`config.mk`:
```
export PLATFORM = sky130hd
export DESIGN_NAME = sm3_msg_byte_packer_flat
export DESIGN_NICKNAME = d
export VERILOG_FILES = /design/src/rtl/sm3_msg_byte_packer_if.sv /design/src/rtl/sm3_msg_byte_packer.sv /design/src/flat_wrapper.sv
export SDC_FILE = /design/constraint.sdc
export NUM_CORES = 1
export LEC_CHECK = 0
export ABC_AREA = 1
export CAP_MARGIN = 10
export CORE_ASPECT_RATIO = 1.5
export CORE_UTILIZATION = 56
export DETAILED_ROUTE_END_ITERATION = 16
export GPL_TIMING_DRIVEN = 0
export PLACE_DENSITY = 0.8
export SETUP_SLACK_MARGIN = 0.4
export SKIP_LAST_GASP = 1
export SYNTH_ARGS = -nofsm -noshare
export SYNTH_HDL_FRONTEND = slang
export SYNTH_SLANG_ARGS = --single-unit
```
`constraint.sdc`:
```
create_clock -name clk -period 6.2 [get_ports clk]
set_input_delay 0.62 -clock clk [delete_from_list [all_inputs] [get_ports clk]]
set_output_delay 0.62 -clock clk [all_outputs]
set_load 0.02 [all_outputs]
```
`src/rtl/sm3_msg_byte_packer_if.sv`:
```
// Purpose : byte-serial message input bus plus packed-word output bus of the SM3 message byte packer.
// Ports   : byte_inpt_* (byte stream with valid/ready/last), msg_inpt_* (packed word with lane mask,
//           valid/ready/last), msg_byte_num (total message length in bytes, reported with the last word).
// Modports: master = message source and word sink; slave = the packer itself.
interface sm3_msg_byte_packer_if #(
    parameter int OUT_DW = 32
);
    localparam int BYTE_NUM = OUT_DW / 8;

    logic [7:0]          byte_inpt_d;
    logic                byte_inpt_vld;
    logic                byte_inpt_lst;
    logic                byte_inpt_rdy;

    logic [OUT_DW-1:0]   msg_inpt_d;
    logic [BYTE_NUM-1:0] msg_inpt_vld_byte;
    logic                msg_inpt_vld;
    logic                msg_inpt_lst;
    logic                msg_inpt_rdy;
    logic [60:0]         msg_byte_num;

    modport master (
        output byte_inpt_d, byte_inpt_vld, byte_inpt_lst, msg_inpt_rdy,
        input  byte_inpt_rdy, msg_inpt_d, msg_inpt_vld_byte, msg_inpt_vld,
               msg_inpt_lst, msg_byte_num
    );

    modport slave (
        input  byte_inpt_d, byte_inpt_vld, byte_inpt_lst, msg_inpt_rdy,
        output byte_inpt_rdy, msg_inpt_d, msg_inpt_vld_byte, msg_inpt_vld,
               msg_inpt_lst, msg_byte_num
    );
endinterface

```
`src/rtl/sm3_msg_byte_packer.sv`:
```
// Purpose : packs a byte-serial message big-endian into OUT_DW-bit words for the SM3 pad core.
// Latency : a word-completing byte accepted at edge t shows up as msg_inpt_vld after edge t.
// Backpr. : one output word register; byte_inpt_rdy = ~full | msg_inpt_rdy, so a stalled word stalls input.
// Ports   : clk, rst (async, active-high); bus = sm3_msg_byte_packer_if.slave carrying the byte input
//           stream and the packed word output including lane mask, last flag and message byte count.
module sm3_msg_byte_packer #(
    parameter int OUT_DW = 32
) (
    input  logic                   clk,
    input  logic                   rst,
    sm3_msg_byte_packer_if.slave   bus
);
    localparam int BYTE_NUM = OUT_DW / 8;
    localparam int IDX_W    = $clog2(BYTE_NUM);

    typedef enum logic {
        EMPTY = 1'b0,
        FULL  = 1'b1
    } out_state_t;

    out_state_t          r_state;
    out_state_t          w_state_nxt;

    logic                r_init;      // holds byte_inpt_rdy low until the first edge after reset
    logic [IDX_W-1:0]    r_idx;
    logic [OUT_DW-1:0]   r_acc;
    logic [60:0]         r_cnt;
    logic [OUT_DW-1:0]   r_out_d;
    logic [BYTE_NUM-1:0] r_out_mask;
    logic                r_out_lst;
    logic [60:0]         r_out_num;

    logic                w_in_fire;
    logic                w_last_lane;
    logic                w_complete;
    logic                w_drain;
    logic [OUT_DW-1:0]   w_word;
    logic [BYTE_NUM-1:0] w_mask;

    assign bus.byte_inpt_rdy = r_init & ((r_state == EMPTY) | bus.msg_inpt_rdy);

    assign w_in_fire   = bus.byte_inpt_vld & bus.byte_inpt_rdy;
    assign w_last_lane = (r_idx == IDX_W'(BYTE_NUM - 1));
    assign w_complete  = w_in_fire & (w_last_lane | bus.byte_inpt_lst);
    assign w_drain     = (r_state == FULL) & bus.msg_inpt_rdy;

    // Accumulator merged with the incoming byte at lane r_idx; lanes after r_idx are forced to zero.
    // The same value feeds the accumulator (partial word) and the output register (completed word).
    always_comb begin
        w_word = '0;
        w_mask = '0;
        for (int i = 0; i < BYTE_NUM; i++) begin
            if (IDX_W'(i) < r_idx) begin
                w_word[OUT_DW-1-8*i -: 8] = r_acc[OUT_DW-1-8*i -: 8];
                w_mask[BYTE_NUM-1-i]      = 1'b1;
            end else if (IDX_W'(i) == r_idx) begin
                w_word[OUT_DW-1-8*i -: 8] = bus.byte_inpt_d;
                w_mask[BYTE_NUM-1-i]      = 1'b1;
            end
        end
    end

    // Output register occupancy. A completion while FULL implies the drain happened too
    // (input is only ready then), so the register reloads without a bubble.
    always_comb begin
        w_state_nxt = r_state;
        case (r_state)
            EMPTY:   if (w_complete) w_state_nxt = FULL;
            FULL:    if (w_complete) w_state_nxt = FULL;
                     else if (w_drain) w_state_nxt = EMPTY;
            default: w_state_nxt = EMPTY;
        endcase
    end

    always_ff @(posedge clk or posedge rst) begin
        if (rst) begin
            r_state <= EMPTY;
        end else begin
            r_state <= w_state_nxt;
        end
    end

    always_ff @(posedge clk or posedge rst) begin
        if (rst) begin
            r_init     <= 1'b0;
            r_idx      <= '0;
            r_acc      <= '0;
            r_cnt      <= '0;
            r_out_d    <= '0;
            r_out_mask <= '0;
            r_out_lst  <= 1'b0;
            r_out_num  <= '0;
        end else begin
            r_init <= 1'b1;
            if (w_in_fire) begin
                r_cnt <= bus.byte_inpt_lst ? '0 : r_cnt + 61'd1;
                if (w_complete) begin
                    r_idx <= '0;
                    r_acc <= '0;
                end else begin
                    r_idx <= r_idx + IDX_W'(1);
                    r_acc <= w_word;
                end
            end
            // Output fields only change on a new word, so they stay stable while stalled or drained.
            if (w_complete) begin
                r_out_d    <= w_word;
                r_out_mask <= w_mask;
                r_out_lst  <= bus.byte_inpt_lst;
                r_out_num  <= bus.byte_inpt_lst ? r_cnt + 61'd1 : '0;
            end
        end
    end

    assign bus.msg_inpt_d        = r_out_d;
    assign bus.msg_inpt_vld_byte = r_out_mask;
    assign bus.msg_inpt_vld      = (r_state == FULL);
    assign bus.msg_inpt_lst      = r_out_lst;
    assign bus.msg_byte_num      = r_out_num;

    // A presented word always carries at least one byte.
    a_mask_nonzero: assert property (@(posedge clk) disable iff (rst)
        (r_state == FULL) |-> (r_out_mask != '0));

endmodule

```
`src/flat_wrapper.sv`:
```
// flat-port wrapper written by rule: the top's interface ports become plain ports
module sm3_msg_byte_packer_flat 
#(
    parameter int OUT_DW = 32
)
  (clk, rst, bus_byte_inpt_d, bus_byte_inpt_vld, bus_byte_inpt_lst, bus_msg_inpt_rdy, bus_byte_inpt_rdy, bus_msg_inpt_d, bus_msg_inpt_vld_byte, bus_msg_inpt_vld, bus_msg_inpt_lst, bus_msg_byte_num);
  sm3_msg_byte_packer_if #(.OUT_DW(OUT_DW)) bus_i ();
  input  logic clk;
  input  logic rst;
  input wire logic [$bits(bus_i.byte_inpt_d)-1:0] bus_byte_inpt_d;
  input wire logic [$bits(bus_i.byte_inpt_vld)-1:0] bus_byte_inpt_vld;
  input wire logic [$bits(bus_i.byte_inpt_lst)-1:0] bus_byte_inpt_lst;
  input wire logic [$bits(bus_i.msg_inpt_rdy)-1:0] bus_msg_inpt_rdy;
  output wire logic [$bits(bus_i.byte_inpt_rdy)-1:0] bus_byte_inpt_rdy;
  output wire logic [$bits(bus_i.msg_inpt_d)-1:0] bus_msg_inpt_d;
  output wire logic [$bits(bus_i.msg_inpt_vld_byte)-1:0] bus_msg_inpt_vld_byte;
  output wire logic [$bits(bus_i.msg_inpt_vld)-1:0] bus_msg_inpt_vld;
  output wire logic [$bits(bus_i.msg_inpt_lst)-1:0] bus_msg_inpt_lst;
  output wire logic [$bits(bus_i.msg_byte_num)-1:0] bus_msg_byte_num;
  assign bus_i.byte_inpt_d = bus_byte_inpt_d;
  assign bus_i.byte_inpt_vld = bus_byte_inpt_vld;
  assign bus_i.byte_inpt_lst = bus_byte_inpt_lst;
  assign bus_i.msg_inpt_rdy = bus_msg_inpt_rdy;
  assign bus_byte_inpt_rdy = bus_i.byte_inpt_rdy;
  assign bus_msg_inpt_d = bus_i.msg_inpt_d;
  assign bus_msg_inpt_vld_byte = bus_i.msg_inpt_vld_byte;
  assign bus_msg_inpt_vld = bus_i.msg_inpt_vld;
  assign bus_msg_inpt_lst = bus_i.msg_inpt_lst;
  assign bus_msg_byte_num = bus_i.msg_byte_num;
  sm3_msg_byte_packer #(.OUT_DW(OUT_DW)) u_core (.clk(clk), .rst(rst), .bus(bus_i));
endmodule
```
Word-level counts from Yosys, hierarchy flattened

Index checks and enable logic that the tools add are counted.

Reductions and logical operators: 1
Equal/unequal tests: 4
Add/subtract/negate cells: 2
Multiplexer cells: 24
$mul: 0
Shift operators: 0
Divide/modulo/power cells: 0
Magnitude comparators: 4
Bitwise logic cells: 7

Operators with widths:

| kind                                                      | number |
|---|---|
| 2-to-1 mux 61 bit                                         | 2 |
| 2-to-1 mux 8 bit                                          | 8 |
| adder 61 x 1 -> 61 bit, second input constant             | 1 |
| 2-to-1 mux 32 bit                                         | 1 |
| 2-to-1 mux 1 bit                                          | 11 |
| bitwise AND 1 bit                                         | 4 |
| equality test 2 bit, first input constant                 | 2 |
| less-than comparator 1 x 2 -> 1 bit, first input constant | 2 |
| less-than comparator 2 bit, first input constant          | 2 |
| adder 2 x 1 -> 2 bit, second input constant               | 1 |
| equality test 1 x 2 -> 1 bit, first input constant        | 1 |
| equality test 2 bit, second input constant                | 1 |
| zero test 2 bit                                           | 1 |
| 2-to-1 mux 2 bit                                          | 1 |
| OR 1 bit                                                  | 2 |
| one-hot mux 1 bit (2 select lines)                        | 1 |
| inverter 1 bit                                            | 1 |

RAM bits: 0
Word-level logic and storage cells: 51
Output and inout bits: 100
Flip-flop bits (word level): 195
Bits of input ports: 13
Bits in latches: 0
Memories kept: 0
Memory bits (read-only): 0

Depth between registers and ports, before layout

Gate-level depths: netlist of run 1.

Depth in word-level cells: 7
Depth in mapped cells: 10
Depth with buffers taken out: 10

Worst setup path before layout of run 1

Ideal clock, no wire load.

Path type: register to register
From: register u_core.r_idx[1]
To: register u_core.r_acc[24]
Stages on the path, launching flop included: 9
Clock period less this slack: 1.869 ns
Arrival time: 1.749 ns
Setup slack: 4.331 ns
Path buffers: 3
Setup time: 0.121 ns
Data required time: 6.079 ns
Cells stage by stage: dfrtp_1 > inv_1 > clkbuf_1 > ha_1 > clkbuf_1 > clkbuf_1 > a21oi_1 > a22oi_1 > inv_1

Cells in the longest elaborated chain, start to end: 4
Elaborated cells on any way between the ends: 8
Those cells by class: order compare (1); eq/ne (1); mux (3); bitwise (2); reduce/logical (1)

Ends and longest elaborated chain:

| element                                                       | RTL line                                             | RTL |
|---|---|---|
| start: declaration                                            | sm3_msg_byte_packer.sv:25                            | `logic [IDX_W-1:0] r_idx;` |
| start signal: assignment                                      | sm3_msg_byte_packer.sv:101                           | `r_idx <= r_idx + IDX_W'(1);` |
| equality test 2 bit / zero test 2 bit (equally long branches) | sm3_msg_byte_packer.sv:43, sm3_msg_byte_packer.sv:56 |  |
| OR 1 bit / 2-to-1 mux 8 bit (equally long branches)           | sm3_msg_byte_packer.sv:44, sm3_msg_byte_packer.sv:56 |  |
| bitwise AND 1 bit / 2-to-1 mux 8 bit (equally long branches)  | sm3_msg_byte_packer.sv:44, sm3_msg_byte_packer.sv:53 |  |
| 2-to-1 mux 32 bit *                                           | sm3_msg_byte_packer.sv:97                            | `if (w_complete) begin` |
| end signal: assignment                                        | sm3_msg_byte_packer.sv:102                           | `r_acc <= w_word;` |
| end: declaration                                              | sm3_msg_byte_packer.sv:26                            | `logic [OUT_DW-1:0] r_acc;` |

Every way passes the cells marked *; elsewhere a longest branch is shown, timed or not.
A chain may end at the register's enable or synchronous reset.

Worst setup path in the final report of run 1

From: input port bus_msg_inpt_rdy
To: output port bus_byte_inpt_rdy

Cells in the longest elaborated chain, start to end: 2

Ends and longest elaborated chain:

| element            | RTL line                  | RTL |
|---|---|---|
| start: declaration | flat_wrapper.sv:13        | `input wire logic [$bits(bus_i.msg_inpt_rdy)-1:0] bus_msg_inpt_rdy;` |
| OR 1 bit           | sm3_msg_byte_packer.sv:40 | `assign bus.byte_inpt_rdy = r_init & ((r_state == EMPTY) \| bus.msg_inpt_rdy);` |
| bitwise AND 1 bit  | sm3_msg_byte_packer.sv:40 |  |
| end: declaration   | flat_wrapper.sv:14        | `output wire logic [$bits(bus_i.byte_inpt_rdy)-1:0] bus_byte_inpt_rdy;` |

No other way between the ends.

==> results by group, run 1 <==
Yosys
  – Ys async rst share: 100.0%
  – Mapped Nets: 1203
  – Number of enable flip-flop cells after synthesis: 0
  – Synthesized area: 9325 um2
  – Synth warn: 0
  – Post-synth top flop: dfrtp_1
  – Mapped Cells: ~1200
  – Seq/Total Area, Yosys: 50.18%
  – Synth cell types: 33
  – Mapped Avg Cell Area: 7.876 um2
  – #FFs+latches synth: 187

Setup path
  – Slowest CP cell: clkdlybuf4s50_1
  – FF-to-FF Start: u_core.r_idx[1]
  – Crit path kind: input pin to output port
  – Crit path launch type: input pin
  – WP buf/inv: 2
  – Worst EP arrival: 1.92 ns
  – CP Capture Type: output port
  – CP peak stage delay: 0.63 ns
  – Crit-path most repeated cell: clkdlybuf4s50_1
  – Setup crit start: bus_msg_inpt_rdy
  – CP Data Required Time: 5.58 ns
  – Crit path cell chain: clkdlybuf4s50_1, nor2_1, nor2_2, clkdlybuf4s50_1
  – CP delay by family, top: buffers and inverters
  – Critical Path Fanout Max: 2

Placed design
  – HPWL after DPL: 20080 um
  – Pre-CTS WS: 3.651 ns
  – Port bufs: between 100 and 150
  – Cell Area, Placed: 10740 um2
  – DP Cell Count: approximately 1500
  – GPL Wtd Cong: 1.000

Floorplan
  – Die Wd: about 110 um
  – Core area: 16260 um2
  – Starting Density: 57.35%
  – Io pins: 113
  – Die H: 160.0 um
  – Die area: 17180 um2
  – FP Rows: 57

Detailed routing
  – DRC Markers: 0
  – Via/cell ratio: 5.405
  – Via count: 8297
  – First-pass DRT Iterations: 5
  – Routed Antenna Nets: 0
  – Routed length per instance: 17.06 um
  – WL final: roughly 26000 um
  – Initial DRC Count: between 500 and 600

Final layout
  – Commonest non-fill, non-tap cells in the layout: nand2_1, dfrtp_1, nor2_1, clkdlybuf4s50_1, inv_1
  – Area Overhead vs Synth: 21.20%
  – Fraction of final layout cells sized beyond drive strength 1: 6.998%
  – Final instance area: 11300 um2
  – ANT cells: 0
  – Most common cell after layout, fill and taps aside: nand2_1
  – Fin nets: 1335
  – Final non-filler cell total: 1535

Clocking
  – Htree depth: 4
  – Clock Tree Root: clkbuf_16
  – Worst-path clk slew: 0.08 ns
  – # hold bufs at CTS: 0
  – CTS tree: done
  – Post-CTS Resized: 0
  – Clk_lat worst skew: 0.44 ns
  – Clk buf depth: 2
  – Post-CTS setup repair buffer count: 0
  – Clock buffer count from CTS: 17
  – # clock sinks: 187

Worst hold path
  – Worst min path class: flip-flop to flip-flop
  – HP Start: u_core.bus.msg_inpt_d[25]

STA
  – FMAX: 0.3938 GHz
  – Slew Viols, Final: 0
  – Final Cycle Share: 40.95%
  – Max-slew headroom at the worst pin: 55.53%
  – Final hold violations: 0
  – Final WS setup: 3.661 ns
  – Hold slack: 0.4707 ns
  – RSZ-0062 raised after global routing: no
  – Setup Skew: 0.01070 ns
  – Pin slew with the least headroom to its limit: 0.6670 ns
  – Minimum clock period: approximately 2.5 ns
  – Setup-failing EPs final: 0

Power and ir drop
  – Peak supply drop: a little under 0.2 mV
  – Pwr Density: 304.4 nW/um2
  – Power, Total: between 3000 and 4000 uW
  – Pleak: around 0.0054 uW

Global routing
  – GRT overflow: 0
  – Number of global-route vias before repair: 8062
  – Largest net degree at the start of global routing: approximately 120
  – Global-route wire length before repair: 41540 um
  – Total GRT Usage: 32.15%
  – Initial antenna violation count: 0

Run
  – MaxCap Viol Count: 0

Status
  – Outcome: finished clean
## through the flow
| step | setup TNS (ns) | util [%] |
|---|---|---|
| 2_1_floorplan | 0 | - |
| 3_3_place_gp | -350.47 | 65.83 |
| 3_5_place_dp | 0 | 66.04 |
| 4_1_cts | 0 | 69.51 |
| 5_1_grt | 0 | 69.51 |
| 6_report | 0 | 69.51 |
## synthesized netlist by cell type (9+ instances only)
library cell	number	share of area, %
nand2_4	9	1.1
clkbuf_1	21	0.85
o21bai_1	9	0.72
o21ai_0	75	4.0
nor2_1	117	4.7
dfrtp_1	187	50
nand3_1	80	4.3
nand2_1	426	17
nand4_1	12	0.81
buf_2	9	0.48
o21ai_1	22	1.2
inv_1	100	4.0
o22ai_1	21	1.4
xor2_1	23	2.2
a21oi_1	9	0.48
## layer usage
metal | up-vias | share of wire [%] | global-route usage (%)
li1 | 4028 | - | -
met1 | 3873 | 37 | 35.37
met2 | 293 | 51 | 56.30
met3 | 103 | 4.6 | 5.102
met4 | 0 | 7.2 | 21.54
met5 | - | 0 | 0
## sequential cells by signal, summed over array words and instances, names as in the netlist
name and cells:
u_core.bus.msg_byte_num 61, u_core.bus.msg_inpt_d 32, u_core.bus.msg_inpt_lst 1, u_core.bus.msg_inpt_vld 1, u_core.bus.msg_inpt_vld_byte 4, u_core.r_acc 24, u_core.r_cnt 61, u_core.r_idx 2
u_core.r_init 1
## worst reg2reg max path, stage by stage, from the launching register on
cell and delay [ns]:
dfrtp_1 0.40, inv_1 0.08, clkbuf_1 0.47, ha_1 0.26, clkbuf_1 0.27, clkbuf_1 0.38
a21oi_1 0.17, a22oi_1 0.18, inv_1 0.06
## path summary, 6_finish.rpt
check,to,slack [ns],cells past startpoint
max in group asynchronous,u_core.bus.msg_byte_num[59],4.62,3
min in group asynchronous,u_core.bus.msg_byte_num[6],0.64,2
max,bus_byte_inpt_rdy,3.66,4
max reg2reg,u_core.r_acc[24],3.83,8
min reg2reg,u_core.bus.msg_inpt_d[25],0.47,2
min,u_core.bus.msg_inpt_d[25],0.47,2
## cell type report
cell class	instances	area (um2)
clock buffer	18	429.2
timing repair buffer	113	1149
inverter	103	394.1
clock inverter	14	133.9
sequential	187	4679
multi-input combinational	857	4086
tap	206	257.7
buffer	37	172.7
fill	1375	4959
## power by group
part           total (uW)  switching (uW)  internal (uW)
Combinational         880             523            357
Sequential           1500             104           1400
Clock                1060             524            533
Total                3440            1150           2290
## cells by family (layout without fill, tap and decap cells)
kind of cell,after synthesis,count (layout),synth area share [%]
AND/OR/NAND/NOR,667,667,30.50
flip-flops,187,187,50.18
AO/OA/AOI/OAI,155,155,9.688
buffers and inverters,140,285,5.998
XOR/XNOR,28,28,2.791
adder cells (fa/ha/maj),6,6,0.8050
other,1,1,0.04021
(Power assumes the default switching activity.)
==> inputs of run 2 (changes only) <==
clock period = 2.4 ns   (was 6.2 ns; I/O delays follow)
==> run 2 against run 1 <==
Sequential cell count unchanged. Wire length increased by 2.4%. Worst hold slack lost 0.27 ns. Clock skew increased by 0.0036 ns. Cell count increased by 0.46%. Power grew to 2.6 times the previous value. Critical endpoint is now u_core.r_cnt[27]. Non-clock buffer count grew 8. Via count grew 2.0%. Combinational power rose to 2.6 times the previous value. Die area stayed put. Critical path depth increased by 4. Clock power rose to 2.6 times the previous value.
==> results by group, run 2 (synthesis gave the netlist of run 1 again) <==
Global routing
  – Total GRT Usage: between 30% and 40%
  – Initial antenna violation count: 0
  – GRT overflow: 0
  – Largest net degree at the start of global routing: 43
  – Number of global-route vias before repair: ~8100
  – Global-route wire length before repair: 41660 um

Setup path
  – Critical Path Fanout Max: 4
  – Crit path launch type: flip-flop
  – CP Data Required Time: approximately 2.8 ns
  – Crit path kind: flip-flop to flip-flop
  – R2r endpoint: u_core.r_cnt[27]
  – R2R setup slack: 0.45 ns
  – Worst EP arrival: between 2 and 2.5 ns
  – FF-to-FF Start: u_core.r_cnt[25]
  – CP Capture Type: flip-flop
  – Worst R2R Path Depth: 8
  – Setup crit start: u_core.r_cnt[25]

Clocking
  – # clock sinks: 187
  – Clk buf depth: 2
  – Worst-path clk slew: 0.08 ns
  – CTS tree: done
  – Clk_lat worst skew: 0.43 ns
  – Clock Tree Root: clkbuf_16
  – Htree depth: 4
  – Clock buffer count from CTS: 17
  – # hold bufs at CTS: 0

Final layout
  – Fin nets: 1343
  – ANT cells: 0
  – # fillers: 1331
  – Area of the multi-input gates: 4118 um2
  – Fraction of final layout cells sized beyond drive strength 1: 8.608%
  – Commonest non-fill, non-tap cells in the layout: nand2_1, dfrtp_1, clkdlybuf4s50_1, nor2_1, inv_1
  – Util after Layout: 70.43%
  – Storage element area: 4679 um2
  – Area Overhead vs Synth: 22.81%
  – Most common cell after layout, fill and taps aside: nand2_1

Detailed routing
  – First-pass DRT Iterations: 5
  – Via count: roughly 8500
  – Routed length per instance: 17.40 um
  – Routed Antenna Nets: 0
  – Initial DRC Count: 483
  – DRC Markers: 0
  – WL final: ~27000 um
  – Via/cell ratio: ~5.5

Floorplan
  – FP Rows: 57
  – Die area: 17180 um2
  – Starting Density: 57.35%
  – Die Wd: 107.4 um
  – Io pins: 113
  – Core area: approximately 16000 um2
  – Die H: about 160 um

STA
  – Setup Skew: ~0.014 ns
  – Setup-failing EPs final: 0
  – Max-slew headroom at the worst pin: 59.76%
  – Final hold violations: 0
  – Minimum clock period: 1.953 ns
  – Setup TNS: 0 ns
  – Final Cycle Share: 81.36%
  – RSZ-0062 raised after global routing: no
  – Slew Viols, Final: 0
  – FMAX: about 0.51 GHz
  – Pin slew with the least headroom to its limit: 0.6036 ns

Placed design
  – Port bufs: 112
  – HPWL after DPL: 20880 um
  – GPL Wtd Cong: about 0.97

Run
  – MaxCap Viol Count: 0

Power and ir drop
  – Pleak: around 0.0054 uW
  – Peak supply drop: 0.5210 mV
  – Pwr Density: approximately 780 nW/um2

Worst hold path
  – Worst min path class: input pin to async pin

Status
  – Outcome: finished clean
run 2: cell types whose count changed in the layout (fill, tap and decap cells not counted), moves of 2 or more:
cell and delta:
nor2_2 +6, clkinvlp_4 +3, clkbuf_2 +5, clkbuf_1 -7
nor2_1 -7, buf_12 +6, inv_8 -2, buf_4 +3
run 2: cell type report:
type | instances | share of cell area [%]
buffer | 37 | 1.595
clock buffer | 17 | 3.715
clock inverter | 14 | 1.158
inverter | 103 | 3.409
multi-input combinational | 857 | 35.96
sequential | 187 | 40.86
tap | 206 | 2.251
timing repair buffer | 121 | 11.06
run 2: what timing repair did:
item,CTS,global route
setup buffers,0,4
gates resized for setup,5,18
pin swaps,0,2
gates cloned,0,0
setup endpoints to repair,24,52
run 2: routing by layer:
metal | vias to the layer above | part of all wire [%] | track usage [%]
met2 | 300 | 54 | 59.30
met3 | 92 | 3.7 | 4.204
met5 | - | 0 | 0
met1 | 4020 | 37 | 34.41
li1 | 4050 | - | -
met4 | 0 | 6.0 | 20.11
run 2: critical path, stage by stage, from the launching register on:
cell and delay [ns]:
dfrtp_1 0.52, nand2_1 0.15, nor2_2 0.23, nand2_1 0.11
nor2_1 0.12, nand2_1 0.21, xnor2_1 0.37, nand2_1 0.09
nand2_1 0.08
run 2: metrics by stage:
step                cells  power [uW]  hold slack [ns]  setup slack, ns  instance area (um2)
floorplan            1184        5220           0.3364          -0.2465                 9329
global placement     1502        6148           0.4527           -1.723                10710
detailed placement   1507        6246           0.4537          0.05931                10810
CTS                  1538        8929           0.2011           0.4245                11380
global route         1542        9342           0.2374           0.3883                11450
finish               1542        8905           0.2029           0.4473                11450
run 2: worst max-delay path by stage:
stage	to	slack [ns]	cells past startpoint
after floorplan	u_core.bus.msg_byte_num[0]	-0.25	1
after global placement	u_core.bus.msg_byte_num[57]	-1.72	2
after detailed placement	u_core.r_acc[31]	0.06	8
after CTS	u_core.bus.msg_inpt_d[10]	0.42	6
after global routing	u_core.bus.msg_byte_num[35]	0.39	8
final	u_core.r_cnt[27]	0.45	8
run 2: where the power goes:
part | switching (uW) | internal [uW] | total [uW] | leakage (uW)
clock | 1350 | 1360 | 2710 | 0.000255
sequential | 265 | 3620 | 3880 | 0.00255
combinational | 1370 | 947 | 2310 | 0.00265
total | 2980 | 5930 | 8910 | 0.00545
==> inputs of run 3 (changes only) <==
CORE_UTILIZATION = 51   (was 56)
PLACE_DENSITY = 0.77   (was 0.8)
clock period = 1.7 ns   (was 2.4 ns; I/O delays follow)
==> run 3 against run 2 <==
The run now ends with setup timing left. Cell count grew 7.9%. Global-route usage up 4.5 points. Combinational power rose by 110%. Cell area rose by 25%. Clock-buffer cell count up 1. Clock skew is 0.0032 ns higher. Worst setup slack got worse by 0.88 ns.
==> results by group, run 3 (synthesis gave the netlist of run 1 again) <==
Status
  – Outcome: complete, but fails checks
  – Failing checks: setup timing

Final layout
  – Commonest non-fill, non-tap cells in the layout: nand2_1, dfrtp_1, clkdlybuf4s50_1, inv_1, nand2_2
  – Util after Layout: 79.72%
  – Fraction of final layout cells sized beyond drive strength 1: 34.21%
  – Final instance area: approximately 14000 um2
  – ANT cells: 0
  – # fillers: approximately 1000
  – Fin nets: 1453
  – Most common cell after layout, fill and taps aside: nand2_1
  – Area Overhead vs Synth: 53.39%

Clocking
  – CTS tree: done
  – Clk buf depth: 2
  – Clock buffer count from CTS: 17
  – Clk_lat worst skew: 0.45 ns
  – Htree depth: 4
  – # clock sinks: 187
  – Worst-path clk slew: 0.09 ns
  – Clock Tree Root: clkbuf_16

STA
  – Setup Skew: 0.01743 ns
  – Minimum clock period: 2.133 ns
  – Hold slack: ~0.18 ns
  – Pin slew with the least headroom to its limit: 0.7165 ns
  – Max-slew headroom at the worst pin: approximately 52%
  – Slew Viols, Final: 0
  – Setup TNS: -14.07 ns
  – Final hold violations: 0
  – Final Cycle Share: 125.5%
  – RSZ-0062 raised after global routing: yes
  – FMAX: 0.4688 GHz
  – Setup-failing EPs final: 157
  – Final WS setup: -0.4329 ns

Detailed routing
  – Via/cell ratio: between 6 and 7
  – Initial DRC Count: 1127
  – DRC Markers: 0
  – Via count: between 10000 and 15000
  – WL final: around 40000 um
  – Routed length per instance: 24.01 um
  – First-pass DRT Iterations: 6
  – Routed Antenna Nets: 0

Power and ir drop
  – Combinational share of power: roughly a third
  – Pwr Density: 1012 nW/um2
  – Pleak: approximately 0.0067 uW
  – Internal cell power: 9104 uW
  – Clock share of power: 27.9%
  – Peak supply drop: 0.4772 mV
  – Sequential fraction of design power: 39.2%
  – Sw frac: 37.11%
  – Net Switching: 5372 uW

Setup path
  – CP delay by family, top: simple AND/OR/NAND/NOR gates
  – Critical Path Fanout Max: 6
  – Worst EP arrival: 2.42 ns
  – CP peak stage delay: 0.45 ns
  – FF-to-FF Start: u_core.r_cnt[4]
  – Crit path kind: flip-flop to flip-flop
  – WP buf/inv: 1
  – Crit path launch type: flip-flop
  – Slowest CP cell: o21ai_1
  – Worst R2R Path Depth: 7
  – R2R setup slack: -0.43 ns
  – CP Capture Type: flip-flop
  – Crit path cell chain: nand2_1, nor2_2, nand2_4, nor2_8, buf_6, xor2_2, o21ai_1
  – Setup crit start: u_core.r_cnt[4]
  – CP Data Required Time: 1.98 ns
  – R2r endpoint: u_core.bus.msg_byte_num[16]

Placed design
  – Pre-CTS WS: -0.4068 ns
  – HPWL after DPL: 20380 um
  – Port bufs: 112
  – Cell Area, Placed: 10900 um2
  – GPL Wtd Cong: 0.9561

Worst hold path
  – Worst min path class: input pin to async pin

Global routing
  – Largest net degree at the start of global routing: between 40 and 50
  – Total GRT Usage: 36.84%
  – Number of global-route vias before repair: between 9000 and 10000
  – Global-route wire length before repair: 52430 um
  – GRT overflow: 0
  – Initial antenna violation count: 0

Floorplan
  – Die H: 167.6 um
  – Core area: 17940 um2
  – FP Rows: 60
  – Die Wd: between 100 and 150 um
  – Die area: 18840 um2
  – Starting Density: 51.97%
  – Io pins: 113

Run
  – MaxCap Viol Count: 0
run 3: cell count changes in the layout (fill, tap and decap cells not counted), sizes merged:
| cell | previous run | this run |
|---|---|---|
| clkinvlp | 7 | 5 |
| clkinv | 2 | 6 |
| buf | 25 | 131 |
| inv | 108 | 107 |
| clkbuf | 38 | 43 |
| clkdlybuf4s15 | 0 | 5 |
| clkdlybuf4s50 | 111 | 106 |
| dlymetal6s2s | 1 | 0 |
run 3: worst register-to-register path, cell delays in order (launching register included):
cell     delay (ns)
dfrtp_1        0.43
nand2_1        0.15
nor2_2         0.30
nand2_4        0.12
nor2_8         0.29
buf_6          0.15
xor2_2         0.07
o21ai_1        0.45
run 3: metal layers:
metal  share of wire [%]  up-vias  global-route usage (%)  wire [um]
met5                   0        -                       0          0
met2                  48      794                   63.49      19090
li1                    -     4257                       -          -
met1                  33     4870                   39.17      13200
met4                  10        0                   30.84       4104
met3                 8.9      330                   6.370       3557
run 3: power groups by stage:
stage / Sequential [uW] / Clock [uW] / Combinational, uW
2_1_floorplan: 6070 / 0 / 1400
3_3_place_gp: 5550 / 0 / 3230
3_5_place_dp: 5570 / 0 / 3330
4_1_cts: 5500 / 3960 / 3850
5_1_grt: 5710 / 4180 / 4980
6_report: 5670 / 4040 / 4770
run 3: worst max-delay path by stage:
stage	endpoint	slack (ns)	cells past startpoint
5_1_grt	u_core.bus.msg_byte_num[16]	-0.38	7
3_5_place_dp	u_core.bus.msg_byte_num[45]	-0.41	7
6_report	u_core.bus.msg_byte_num[16]	-0.43	7
3_3_place_gp	u_core.bus.msg_byte_num[51]	-2.37	2
4_1_cts	u_core.r_cnt[52]	-0.004	10
2_1_floorplan	u_core.bus.msg_byte_num[0]	-0.88	1
run 3: what timing repair did:
item | CTS | global route
resized for setup | 364 | 186
endpoints found under the setup margin | 286 | 284
hold buffers | 0 | 0
gates cloned | 13 | 7
pin swaps | 46 | 36
setup buffers | 78 | 16
run 3: area by class of cell:
| cell class | count | area, um2 | area share [%] |
|---|---|---|---|
| plain buffers | 37 | 565.5 | 3.954 |
| clock buffers | 18 | 429.2 | 3.000 |
| clock inverters | 14 | 148.9 | 1.041 |
| inverters | 103 | 411.6 | 2.878 |
| multi-input cells | 857 | 5280 | 36.91 |
| flip-flops and latches | 187 | 4695 | 32.82 |
| well taps | 217 | 271.5 | 1.898 |
| repair buffers | 230 | 2495 | 17.44 |
| repair inverters | 1 | 7.507 | 0.05248 |
run 3: metrics by stage:
stage               power (uW)  std cells
finish                   14480       1664
global route             14870       1664
CTS                      13320       1641
detailed placement        8900       1518
global placement          8785       1513
floorplan                 7473       1184
